<file path="src/rtl/inport_handshake.sv">
// inport_handshake: input stage for the picoMIPS cpu.
// Brings the board switches into the clock domain, debounces the "data ready"
// key, captures the operand on each debounced press and offers it to the cpu
// through a valid/ack handshake so every press is consumed exactly once.
module inport_handshake #(
    parameter int n   = 8,
    parameter int DEB = 16
) (
    input  logic         clk,
    input  logic         reset,
    input  logic [n-1:0] sw_data,
    input  logic         sw_ready,
    input  logic         in_ack,
    output logic [n-1:0] in_data,
    output logic         in_valid,
    output logic         overrun
);

    // Debounce counter width follows from DEB and is not meant to be overridden.
    localparam int CW = $clog2(DEB + 1);
    localparam logic [CW-1:0] CNT_LAST = CW'(DEB - 1);

    typedef enum logic [1:0] {
        IDLE     = 2'd0,
        HELD     = 2'd1,
        HELD_REL = 2'd2,
        WAIT_REL = 2'd3
    } state_t;

    // Synchroniser chains for the key and the operand bits.
    logic         rdyMeta_q;
    logic         rdySync_q;
    logic [n-1:0] dataMeta_q;
    logic [n-1:0] dataSync_q;

    // Debounce state.
    logic          db_q;
    logic          db_d;
    logic          dbPrev_q;
    logic [CW-1:0] cnt_q;
    logic [CW-1:0] cnt_d;
    logic          rise;

    // Post-reset arming: a key already down when reset lifts must be released
    // once before its presses count.
    logic [1:0] fill_q;
    logic       armed_q;

    // Handshake state and registered outputs.
    state_t       state_q;
    logic [n-1:0] inData_q;
    logic         inValid_q;
    logic         overrun_q;

    // Two-flop synchroniser on every asynchronous switch input.
    always_ff @(posedge clk) begin
        if (!reset) begin
            rdyMeta_q  <= 1'b0;
            rdySync_q  <= 1'b0;
            dataMeta_q <= '0;
            dataSync_q <= '0;
        end else begin
            rdyMeta_q  <= sw_ready;
            rdySync_q  <= rdyMeta_q;
            dataMeta_q <= sw_data;
            dataSync_q <= dataMeta_q;
        end
    end

    // The debounced level only moves after DEB consecutive disagreeing samples;
    // any agreeing sample restarts the count, so short glitches are absorbed.
    always_comb begin
        db_d  = db_q;
        cnt_d = cnt_q;
        if (rdySync_q == db_q) begin
            cnt_d = '0;
        end else if (cnt_q == CNT_LAST) begin
            db_d  = rdySync_q;
            cnt_d = '0;
        end else begin
            cnt_d = cnt_q + CW'(1);
        end
    end

    // Debounce registers plus the delayed copy used for edge detection.
    always_ff @(posedge clk) begin
        if (!reset) begin
            db_q     <= 1'b0;
            cnt_q    <= '0;
            dbPrev_q <= 1'b0;
        end else begin
            db_q     <= db_d;
            cnt_q    <= cnt_d;
            dbPrev_q <= db_q;
        end
    end

    assign rise = db_q & ~dbPrev_q;

    // Arm presses once the synchroniser holds real samples and both the raw
    // and debounced key read released.
    always_ff @(posedge clk) begin
        if (!reset) begin
            fill_q  <= 2'd0;
            armed_q <= 1'b0;
        end else begin
            if (fill_q != 2'd2) begin
                fill_q <= fill_q + 2'd1;
            end
            if ((fill_q == 2'd2) && !db_q && !rdySync_q) begin
                armed_q <= 1'b1;
            end
        end
    end

    // Handshake FSM with registered data, valid and sticky overrun outputs.
    always_ff @(posedge clk) begin
        if (!reset) begin
            state_q   <= IDLE;
            inData_q  <= '0;
            inValid_q <= 1'b0;
            overrun_q <= 1'b0;
        end else begin
            case (state_q)
                IDLE: begin
                    if (rise && armed_q) begin
                        inData_q  <= dataSync_q;
                        inValid_q <= 1'b1;
                        state_q   <= HELD;
                    end
                end
                HELD: begin
                    if (in_ack) begin
                        inValid_q <= 1'b0;
                        state_q   <= db_q ? WAIT_REL : IDLE;
                    end else if (!db_q) begin
                        state_q <= HELD_REL;
                    end
                end
                HELD_REL: begin
                    if (rise && in_ack) begin
                        inData_q <= dataSync_q;
                        state_q  <= HELD;
                    end else if (rise) begin
                        overrun_q <= 1'b1;
                        state_q   <= HELD;
                    end else if (in_ack) begin
                        inValid_q <= 1'b0;
                        state_q   <= IDLE;
                    end
                end
                WAIT_REL: begin
                    if (!db_q) begin
                        state_q <= IDLE;
                    end
                end
                default: begin
                    state_q <= IDLE;
                end
            endcase
        end
    end

    assign in_data  = inData_q;
    assign in_valid = inValid_q;
    assign overrun  = overrun_q;

    // The counter must stay inside its range and valid must mirror the states
    // that hold unacknowledged data.
    always_ff @(posedge clk) begin
        if (reset) begin
            assert (cnt_q <= CNT_LAST);
            assert (inValid_q == ((state_q == HELD) || (state_q == HELD_REL)));
        end
    end

endmodule

</file>
<file path="config.mk">
export PLATFORM = sky130hd
export DESIGN_NAME = inport_handshake
export DESIGN_NICKNAME = d
export VERILOG_FILES = /design/src/rtl/inport_handshake.sv
export SDC_FILE = /design/constraint.sdc
export NUM_CORES = 1
export LEC_CHECK = 0
export CAP_MARGIN = 10
export CORE_MARGIN = 5
export CORE_UTILIZATION = 50
export CTS_CLUSTER_DIAMETER = 30
export DETAILED_ROUTE_END_ITERATION = 10
export HOLD_SLACK_MARGIN = 0.08
export PLACE_DENSITY = 0.72
export SLEW_MARGIN = 20
export SYNTH_ARGS = -nofsm -noshare
export SYNTH_HDL_FRONTEND = slang
export SYNTH_SLANG_ARGS = --single-unit
</file>
<file path="constraint.sdc">
create_clock -name clk -period 3.54 [get_ports clk]
set_clock_uncertainty 0.2 [all_clocks]
set_input_delay 0.708 -clock clk [delete_from_list [all_inputs] [get_ports clk]]
set_output_delay 0.708 -clock clk [all_outputs]
set_load 0.1 [all_outputs]
</file>
# --- Yosys cells after proc, flatten, opt, wreduce, memory -nomap -nowiden ---
# Index checks and enable logic that the tools add are counted.
word_totals:
  ff_bits: 40
  out_inout_bits: 10
  inputBits: 12
  wordCells: 66
classes:
  n_bitwise: 5
  n_eq_ne: 14
  n_addsub: 2
  reduce_logical: 15
  muxes: 17
op_table:
  columns: ["cell", "n"]
  rows:
  - ["$mux W2", 8]
  - ["$mux W8", 2]
  - ["$pmux W8 S2", 1]
  - ["$ne A2 B2 Y1 const B", 6]
  - ["$pmux W2 S4", 1]
  - ["$reduce_and A4 Y1", 2]
  - ["$eq A2 B2 Y1 const B", 3]
  - ["$reduce_and A3 Y1", 2]
  - ["$add A5 B1 Y5 const B", 1]
  - ["$eq A5 B4 Y1 const B", 1]
  - ["$logic_and A1 B1 Y1", 4]
  - ["$mux W1", 4]
  - ["$ne A4 B4 Y1 const B", 1]
  - ["$not A1 Y1", 4]
  - ["$ne A3 B3 Y1 const B", 1]
  - ["$pmux W1 S3", 1]
  - ["$reduce_bool A3 Y1", 1]
  - ["$reduce_or A3 Y1", 1]
  - ["$add A2 B1 Y2 const B", 1]
  - ["$eq A2 B1 Y1 const B", 1]
  - ["$logic_not A1 Y1", 2]
  - ["$logic_not A2 Y1", 1]
  - ["$reduce_and A2 Y1", 1]
  - ["$reduce_bool A2 Y1", 1]
  - ["other kinds (2)", 2]

# --- Longest topological paths before layout ---
# Gate-level depths: netlist of run 1.
logic_depth:
  depth_word: 5
  ltp_mapped: 6
  depth_no_buf: 6

# --- Worst setup path before layout of run 1 ---
# Ideal clock, no wire load.
synth_path:
  path_kind: "flip-flop to flip-flop"
  start: "register state_q[0]"
  end: "register inData_q[0] (netlist: in_data[0])"
  required_ns: 3.220
  n_path_buf: 0
  path_stages_with_launch: 7
  slack_ns: 1.492
  t_arrival_ns: 1.729
  setup_ns: 0.120
  synth_period_minus_slack_ns: 2.048
  path_cell_list: "dfxtp_1 -> inv_1 -> ha_1 -> nor2b_1 -> a2111oi_4 -> mux2i_1 -> nor2b_1"
synth_between:
  elab_chain_cells: 3
  word_cells_on_any_way: 7
  classes_between: "eq/ne: 3; mux: 1; reduce/logical: 3"
synth_lines:
  columns: ["item", "line_no", "text"]
  rows:
  - ["start, declared", "50", "state_t state_q;"]
  - ["start signal, assigned", "135", "state_q <= db_q ? WAIT_REL : IDLE;"]
  - ["$eq A2 B2 Y1 / $logic_not A2 Y1 (equally long branches)", "124", "case (state_q)"]
  - ["$ne A2 B2 Y1 (no source line) / $reduce_bool A2 Y1 (equally long branches)", null, null]
  - ["$reduce_and A3 Y1 (no source line)", null, null]
  - ["end signal, assigned", "127", "inData_q <= dataSync_q;"]
  - ["end signal, assigned", "142", "inData_q <= dataSync_q;"]
  - ["end, declared", "51", "logic [n-1:0] inData_q;"]
# Parallel ways exist; a longest one is shown, timed or not.
# A chain may end at the register's enable or synchronous reset.

# --- Worst setup path after layout of run 1 ---
layout_path:
  start: "input port in_ack"
  end: "register inData_q[4] (netlist: in_data[4])"
layout_between:
  elab_chain_cells: 3
layout_lines:
  columns: ["item", "line_no", "text"]
  rows:
  - ["start, declared", "13", "input logic in_ack,"]
  - ["$logic_and A1 B1 Y1", "141", "if (rise && in_ack) begin"]
  - ["$ne A2 B2 Y1 (no source line)", null, null]
  - ["$reduce_and A3 Y1 (no source line)", null, null]
# No other way between the ends.

==> reports/metrics.yaml, run 1 <==
status: "finished, final reports clean"
drive_gt1_frac: 0.126
crit_type: "in -> reg"
dieArea_um2: 4220
syn_nets: 162
portBuffers: 21
power.density_nw_per_um2: 458
avgRoutedWirePerCell_um: 10.6
yosys_register_bits: 40
grt_max_degree: 39
final-hold-violation-count: 0
relSlewSlack: 0.494
die_w_um: 64.9
max-vdd-ir-drop_mv: 0.311
cts-root-buf: "clkbuf_4"
grt-ovfl-total: 0
routabilityCongestion: 0.856
cts.clk_slew.worst_paths_ns: 0.12
drv_slew: 0
rsz0062_at_grt: "false"
setup_viol: 0
crit_chain: "clkdlybuf4s50_1 -> nor2b_1 -> a2111oi_4 -> mux2i_1 -> nor2b_1"
syn_avg_cell_area_um2: 10.6
layout.nets: 186
hold_class: "reg -> reg"
cts_tree: "built"
floorplan.initialDensity: 0.507
cts_buffer_depth: 2
wirelength_um: 2110
dr_wl_met2_um: 1010
io_pins: 22
routed_via_density: 4.84
cpMaxStageDelayCell: "a2111oi_4"
drtIter0Drc: 17
wl_met1_um: 927
fin_crit_ns: 2.32
cp_data_arrival_time_ns: 2.37
design_area_um2: 1770
setup_slack_ns: 1.22
antenna_found_initial: 0
cts_sinks: 40
max_freq_mhz: 431
final_cell_mix: "dfxtp_1 (40), and2_1 (21), nor2b_1 (14)"
grt_usage: 0.117
worstSetupStartpoint: "in_ack"
place_ws_ns: 0.821
final_common_cell: "dfxtp_1"
p_leak_uw: 0.000706
ys_warn_count: 0
die_y_um: 64.9
critPathMaxFanout: 8
drtPass1Iterations: 2
hp-start: "rdyMeta_q$_SDFF_PN0_"
numCtsBuffers: 5
htree_levels: 2
tightest_slew_ns: 0.758
num_rows: 20
post_cts_buffers: 0
grt_pass1_wl_um: 3790
cpMostUsedCell: "nor2b_1"
ctsResizeCount: 0
r2r_start: "state_q[0]$_SDFFE_PN0P_"
crit_required_ns: 3.58
syn_to_final_growth_pct: 17.5
setup_tns_ns: 0
syn_inst: 142
period_share: 0.656
fill_cells: 251
antenna_cells: 0
hpwl_um: 1590
drtAntennaViolNets: 0
ctsHoldBuffers: 0
ys_seq_area_frac: 0.531
cp-end-kind: "flop"
placed_cell_area_um2: 1720
num_vias: 967
grt_pass1_vias: 949
drc: 0
top_layer: "met4"
maxCapViolations: 0
wl_met3_um: 139
placeableCoreArea_um2: 2980
clock_latency_ns: 0.34
synth_area_um2: 1510
synth.distinct_cells: 25
cp-start-kind: "input port"
slowest_delay_ns: 0.68
path summary, 6_finish.rpt:
check	to	slack [ns]	depth (start not counted)
min	rdySync_q$_SDFF_PN0_	0.24	1
max reg2reg	in_data[4]$_SDFFE_PN0P_	1.28	6
max	in_data[4]$_SDFFE_PN0P_	1.22	5
min reg2reg	rdySync_q$_SDFF_PN0_	0.24	1
worst max-delay path, delay by kind of cell:
| kind | cells | cell delay [ns] |
|---|---|---|
| compound gates | 1 | 0.68 |
| buf+inv | 1 | 0.53 |
| mux | 1 | 0.26 |
| simple gates | 2 | 0.17 |
per-stage QoR:
stage           util  hold slack (ns)  instances  power [uW]
3_3_place_gp   0.576            0.214        192         597
5_1_grt        0.595            0.260        200         863
6_report       0.595            0.240        200         813
4_1_cts        0.595            0.247        200         827
2_1_floorplan      -            0.212        142         573
3_5_place_dp   0.576            0.220        192         605
power by group:
group	internal (uW)	leakage, uW	switching, uW
logic	53.3	0.000345	50.7
registers	476	0.000327	13.1
clock network	76.3	0.0000349	144
metal layers:
layer,GRT usage,vias to the layer above
met5,0,-
met4,0.0633,0
met3,0.0485,4
met2,0.207,17
met1,0.114,441
li1,-,505
Yosys cell counts:
master / number / area share
xor2_1: 2 / 0.012
o21ai_0: 3 / 0.0099
and3_1: 1 / 0.0041
nand3b_1: 1 / 0.0050
a21oi_1: 2 / 0.0066
nand3_1: 2 / 0.0066
inv_1: 7 / 0.017
nand2b_1: 1 / 0.0041
dfxtp_1: 40 / 0.53
nand2_1: 7 / 0.017
a2111oi_4: 1 / 0.018
xnor2_1: 2 / 0.012
o21ai_1: 1 / 0.0033
nand2b_4: 1 / 0.0091
nor2_1: 8 / 0.020
a21boi_0: 1 / 0.0050
mux2i_1: 11 / 0.073
o211ai_1: 1 / 0.0050
and2_1: 21 / 0.087
buf_6: 1 / 0.0075
a41oi_1: 1 / 0.0058
nor2b_1: 14 / 0.058
ha_1: 8 / 0.066
clkbuf_1: 4 / 0.0099
a41o_1: 1 / 0.0066
cell type report:
type | count | area [um2] | share of cell area
inverters | 7 | 26.3 | 0.0148
clock inverters | 3 | 18.8 | 0.0106
well taps | 33 | 41.3 | 0.0233
multi-input cells | 90 | 656 | 0.370
repair buffers | 22 | 193 | 0.109
flip-flops and latches | 40 | 801 | 0.452
clock buffers | 5 | 37.5 | 0.0212
registers in the layout, summed over array words and instances (netlist names), 2 cells and up:
register	cells
cnt_q	5
dataMeta_q	8
dataSync_q	8
fill_q	2
in_data	8
state_q	2
logic make-up after synthesis:
logic type	synth area share
AND/OR/NAND/NOR	0.211
XOR/XNOR	0.0232
adder cells (fa/ha/maj)	0.0663
multiplexers	0.0730
flip-flops	0.531
buffers and inverters	0.0348
AO/OA/AOI/OAI	0.0605
Note: power is estimated with default switching activity, not from simulation.
==> run 2: changes to the inputs <==
Settings changed: CORE_UTILIZATION 50 to 47, PLACE_DENSITY 0.72 to 0.71.
Clock period 3.54 ns to 2.1 ns, I/O delays scaled along.
==> reports/metrics.yaml, run 2 (synthesized netlist as in run 1, its figures left out) <==
cp-start-kind: "flop"  # was input port
fin_crit_ns: 1.94
cts_tree: "built"  # unchanged
crit_type: "reg -> reg"  # was in -> reg
critPathMaxFanout: 8  # unchanged
hpwl_um: 1880  # was 1590 um
max-vdd-ir-drop_mv: 0.387  # was 0.311 mV
cp_data_arrival_time_ns: 1.96  # was 2.37 ns
htree_levels: 2  # unchanged
cts_buffer_depth: 2  # unchanged
r2r_slack_ns: 0.16  # was 1.28 ns
grt_max_degree: 39  # unchanged
min_path_cells: 1  # unchanged
num_vias: 978  # was 967
clock_latency_ns: 0.33  # was 0.34 ns
power.density_nw_per_um2: 693  # was 458 nW/um2
grt-ovfl-total: 0  # unchanged
syn_to_final_growth_pct: 28.9  # was 17.5%
drv_slew: 0  # unchanged
drtAntennaViolNets: 0  # unchanged
design_area_um2: 1940  # was 1770 um2
max_freq_mhz: 515
grt_usage: 0.135  # was 0.117
die_y_um: 66.7  # was 64.9 um
cts-root-buf: "clkbuf_4"  # unchanged
drive_gt1_frac: 0.142  # was 0.126
wirelength_um: 2470  # was 2110 um
grt_pass1_wl_um: 4350  # was 3790 um
die_w_um: 66.7  # was 64.9 um
setup_tns_ns: 0  # unchanged
setup_viol: 0  # unchanged
routabilityCongestion: 0.828  # was 0.856
antenna_cells: 0  # unchanged
worst-r2r-cell-count: 6  # unchanged
status: "finished, final reports clean"  # unchanged
final_common_cell: "dfxtp_1"  # unchanged
dr_wl_met2_um: 1320  # was 1010 um
maxCapViolations: 0  # unchanged
drtPass1Iterations: 4  # was 2
placed_cell_area_um2: 1890  # was 1720 um2
drtIter0Drc: 66  # was 17
numCtsBuffers: 5  # unchanged
portBuffers: 21  # unchanged
final_cell_mix: "dfxtp_1 (39), and2_1 (21), nor2b_1 (14)"  # was dfxtp_1 (40), and2_1 (21), nor2b_1 (14)
crit_required_ns: 2.12  # was 3.58 ns
avgRoutedWirePerCell_um: 11.6  # was 10.6 um
period_share: 0.925
post_cts_buffers: 0  # unchanged
drc: 0  # unchanged
routed_via_density: 4.59  # was 4.84
final-hold-violation-count: 0  # unchanged
cp-end-kind: "flop"  # unchanged
relSlewSlack: 0.776  # was 0.494
num_rows: 20  # unchanged
wl_met3_um: 100  # was 139 um
cts.clk_slew.worst_paths_ns: 0.11  # was 0.12 ns
floorplan.initialDensity: 0.490  # was 0.507
utilization: 0.632  # was 0.595
hold_class: "reg -> reg"  # unchanged
cts_sinks: 40  # unchanged
dieArea_um2: 4440  # was 4220 um2
placeableCoreArea_um2: 3080  # was 2980 um2
layout.nets: 189  # was 186
rsz0062_at_grt: "false"  # unchanged
antenna_found_initial: 0  # unchanged
top_layer: "met4"  # unchanged
tightest_slew_ns: 0.335  # was 0.758 ns
grt_pass1_vias: 1013  # was 949
p_leak_uw: 0.000746  # was 0.000706 uW
io_pins: 22  # unchanged
wl_met1_um: 1020  # was 927 um
hold_ws_ns: 0.243  # was 0.240 ns
-- run 2: cell types whose count changed in the layout (fill, tap and decap cells not counted), sizes merged --
cell,delta
clkbuf,+1
clkinv,-2
buf,+3
-- run 2: worst max-delay path, stage by stage (launching register included) --
cell,delay (ns)
dfxtp_1,0.40
inv_1,0.10
ha_1,0.27
a2111oi_4,0.39
buf_6,0.21
mux2i_1,0.20
nor2b_1,0.07
-- run 2: area by class of cell --
class | count | area, um2
clock buffers | 6 | 41.3
clock inverters | 1 | 5.00
fillers | 272 | 1130
inverters | 7 | 26.3
multi-input cells | 90 | 658
flip-flops and latches | 40 | 802
well taps | 44 | 55.1
repair buffers | 25 | 357
-- run 2: per-stage QoR --
| step | total power (uW) | instances | setup WS (ns) |
|---|---|---|---|
| 2_1_floorplan | 967 | 142 | 0.0516 |
| 3_3_place_gp | 1010 | 206 | 0.0339 |
| 3_5_place_dp | 1030 | 206 | -0.0310 |
| 4_1_cts | 1370 | 213 | 0.0238 |
| 5_1_grt | 1430 | 213 | 0.0320 |
| 6_report | 1350 | 213 | 0.158 |
-- run 2: where the power goes --
part | internal [uW] | switching [uW]
logic | 94.1 | 86.8
clock network | 123 | 216
registers | 803 | 24.3
total | 1020 | 327
-- run 2: metal layers --
metal	vias to the layer above	track usage
met5	-	0
met4	0	0.0533
met3	4	0.0658
met2	15	0.240
met1	449	0.132
li1	510	-
-- run 2: worst paths after layout --
check | to | startpoint
setup / recovery | in_data[2]$_SDFFE_PN0P_ | state_q[1]$_SDFFE_PN0P_
hold / removal | dataSync_q[7]$_SDFF_PN0_ | dataMeta_q[7]$_SDFF_PN0_
setup reg to reg | in_data[2]$_SDFFE_PN0P_ | state_q[1]$_SDFFE_PN0P_
hold reg to reg | dataSync_q[7]$_SDFF_PN0_ | dataMeta_q[7]$_SDFF_PN0_
-- run 2: repair_timing --
action / 4_1_cts / 5_1_grt
gates resized for setup: 0 / 3
endpoints found under the setup margin: 0 / 8
hold buffers: 0 / 0
==> run 3: changes to the inputs <==
Settings changed: CORE_UTILIZATION 47 to 50, PLACE_DENSITY 0.71 to 0.72.
Clock period 2.1 ns to 2.15 ns, I/O delays scaled along.
==> reports/metrics.yaml, run 3 (synthesized netlist as in run 1, its figures left out) <==
cpMaxStageDelayCell: "dfxtp_2"  # was dfxtp_1
crit_chain: "inv_1 -> ha_1 -> nor2b_1 -> a2111oi_4 -> buf_6 -> mux2i_1 -> nor2b_1"  # was inv_1 -> ha_1 -> a2111oi_4 -> buf_6 -> mux2i_1 -> nor2b_1
antenna_found_initial: 0  # unchanged
min_path_cells: 1  # unchanged
die_w_um: 64.9  # was 66.7 um
ctsHoldBuffers: 0  # unchanged
final_cell_mix: "dfxtp_1 (39), and2_1 (21), nor2b_1 (14)"  # unchanged
maxCapViolations: 0  # unchanged
syn_to_final_growth_pct: 22.9  # was 28.9%
grt_pass1_vias: 1006  # was 1013
layout.nets: 189  # unchanged
hold_class: "reg -> reg"  # unchanged
cpMostUsedCell: "nor2b_1"
drv_slew: 0  # unchanged
r2r_slack_ns: 0.16  # about the same
r2r_end: "in_data[6]$_SDFFE_PN0P_"  # was in_data[2]$_SDFFE_PN0P_
num_rows: 20  # unchanged
drtIter0Drc: 29  # was 66
crit_type: "reg -> reg"  # unchanged
final_common_cell: "dfxtp_1"  # unchanged
drc: 0  # unchanged
cp-start-kind: "flop"  # unchanged
hold_ws_ns: 0.241  # was 0.243 ns
io_pins: 22  # unchanged
portBuffers: 21  # unchanged
critPathBufInv: 2  # unchanged
cts_tree: "built"  # unchanged
r2r_start: "state_q[0]$_SDFFE_PN0P_"  # was state_q[1]$_SDFFE_PN0P_
hpwl_um: 1680  # was 1880 um
hp-start: "dataMeta_q[1]$_SDFF_PN0_"  # was dataMeta_q[7]$_SDFF_PN0_
slowest_delay_ns: 0.37  # was 0.40 ns
cts_buffer_depth: 2  # unchanged
num_vias: 985  # was 978
tightest_slew_ns: 0.344  # was 0.335 ns
drtAntennaViolNets: 0  # unchanged
avgRoutedWirePerCell_um: 11.3  # was 11.6 um
period_share: 0.927  # was 0.925
wirelength_um: 2280  # was 2470 um
floorplan.initialDensity: 0.507  # was 0.490
cp-end-kind: "flop"  # unchanged
drtPass1Iterations: 4  # unchanged
clock_latency_ns: 0.32  # was 0.33 ns
cts_sinks: 40  # unchanged
crit_required_ns: 2.18  # was 2.12 ns
final-hold-violation-count: 0  # unchanged
die_y_um: 64.9  # was 66.7 um
setup_tns_ns: 0  # unchanged
dieArea_um2: 4220  # was 4440 um2
placeableCoreArea_um2: 2980  # was 3080 um2
grt_max_degree: 39  # unchanged
rsz0062_at_grt: "false"  # unchanged
cts-root-buf: "clkbuf_4"  # unchanged
hold_path_end: "dataSync_q[1]$_SDFF_PN0_"  # was dataSync_q[7]$_SDFF_PN0_
max_freq_mhz: 502  # was 515 MHz
crit_family: "flip-flops"  # unchanged
htree_levels: 2  # unchanged
power.density_nw_per_um2: 840  # was 693 nW/um2
p_leak_uw: 0.000744  # was 0.000746 uW
status: "finished, final reports clean"  # unchanged
grt_usage: 0.130  # was 0.135
antenna_cells: 0  # unchanged
grt-ovfl-total: 0  # unchanged
worst-r2r-cell-count: 7  # was 6
fill_cells: 268  # was 272
grt_pass1_wl_um: 4200  # was 4350 um
routabilityCongestion: 0.745  # was 0.828
fin_crit_ns: 1.99  # was 1.94 ns
drive_gt1_frac: 0.142  # unchanged
max-vdd-ir-drop_mv: 0.460  # was 0.387 mV
cp_data_arrival_time_ns: 2.02  # was 1.96 ns
setup_viol: 0  # unchanged
critPathMaxFanout: 8  # unchanged
numCtsBuffers: 5  # unchanged
relSlewSlack: 0.770  # was 0.776
cts.clk_slew.worst_paths_ns: 0.11  # about the same
routed_via_density: 4.88  # was 4.59
-- run 3: changes by cell type in the layout (fill, tap and decap cells not counted), sizes merged --
| cell | change |
|---|---|
| clkinv | -1 |
| bufinv | +2 |
| clkbuf | -1 |
-- run 3: area by class of cell --
type	instances	area, um2	share of cell area
clock inverters	2	60.1	0.0324
inverters	7	26.3	0.0142
multi-input cells	90	656	0.354
repair buffers	25	231	0.125
flip-flops and latches	40	802	0.433
well taps	33	41.3	0.0223
clock buffers	5	37.5	0.0202
-- run 3: worst register-to-register path, stage by stage, from the launching register on --
cell,delay [ns]
dfxtp_2,0.37
inv_1,0.08
ha_1,0.26
nor2b_1,0.20
a2111oi_4,0.29
buf_6,0.20
mux2i_1,0.22
nor2b_1,0.08
-- run 3: worst max-delay path by stage --
stage | startpoint | end | depth (start not counted)
floorplan | state_q[0]$_SDFFE_PN0P_ | in_data[0]$_SDFFE_PN0P_ | 6
global placement | in_ack | in_data[5]$_SDFFE_PN0P_ | 6
detailed placement | in_ack | in_data[6]$_SDFFE_PN0P_ | 6
CTS | state_q[0]$_SDFFE_PN0P_ | in_data[6]$_SDFFE_PN0P_ | 7
global route | state_q[0]$_SDFFE_PN0P_ | in_data[6]$_SDFFE_PN0P_ | 7
finish | state_q[0]$_SDFFE_PN0P_ | in_data[6]$_SDFFE_PN0P_ | 7
-- run 3: per-layer routing --
metal  global-route usage  part of all wire  up-vias
met5                    0                 0        -
met4               0.0633             0.015        0
met3               0.0485             0.035        5
met2                0.225              0.51       14
met1                0.139              0.44      454
li1                     -                 -      512
-- run 3: metrics by stage --
stage          cell area, um2  std cells  setup WS (ns)  power (uW)   util
2_1_floorplan            1510        142          0.102         944      -
3_3_place_gp             1750        195         0.0891         987  0.588
3_5_place_dp             1750        195         0.0148        1000  0.588
4_1_cts                  1850        202         0.0528        1580  0.621
5_1_grt                  1850        202         0.0333        1650  0.623
6_report                 1850        202          0.156        1560  0.623
-- run 3: where the power goes --
group / leakage, uW / switching, uW / internal (uW)
Clock: 0.0000513 / 220 / 356
Combinational: 0.000366 / 83.5 / 90.9
Sequential: 0.000327 / 22.6 / 785
-- run 3: what timing repair did --
| item | 4_1_cts | 5_1_grt |
|---|---|---|
| setup endpoints to repair | 0 | 6 |
| resized for setup | 0 | 2 |
| hold endpoints to repair | 0 | 0 |
| buffers inserted | 0 | 0 |
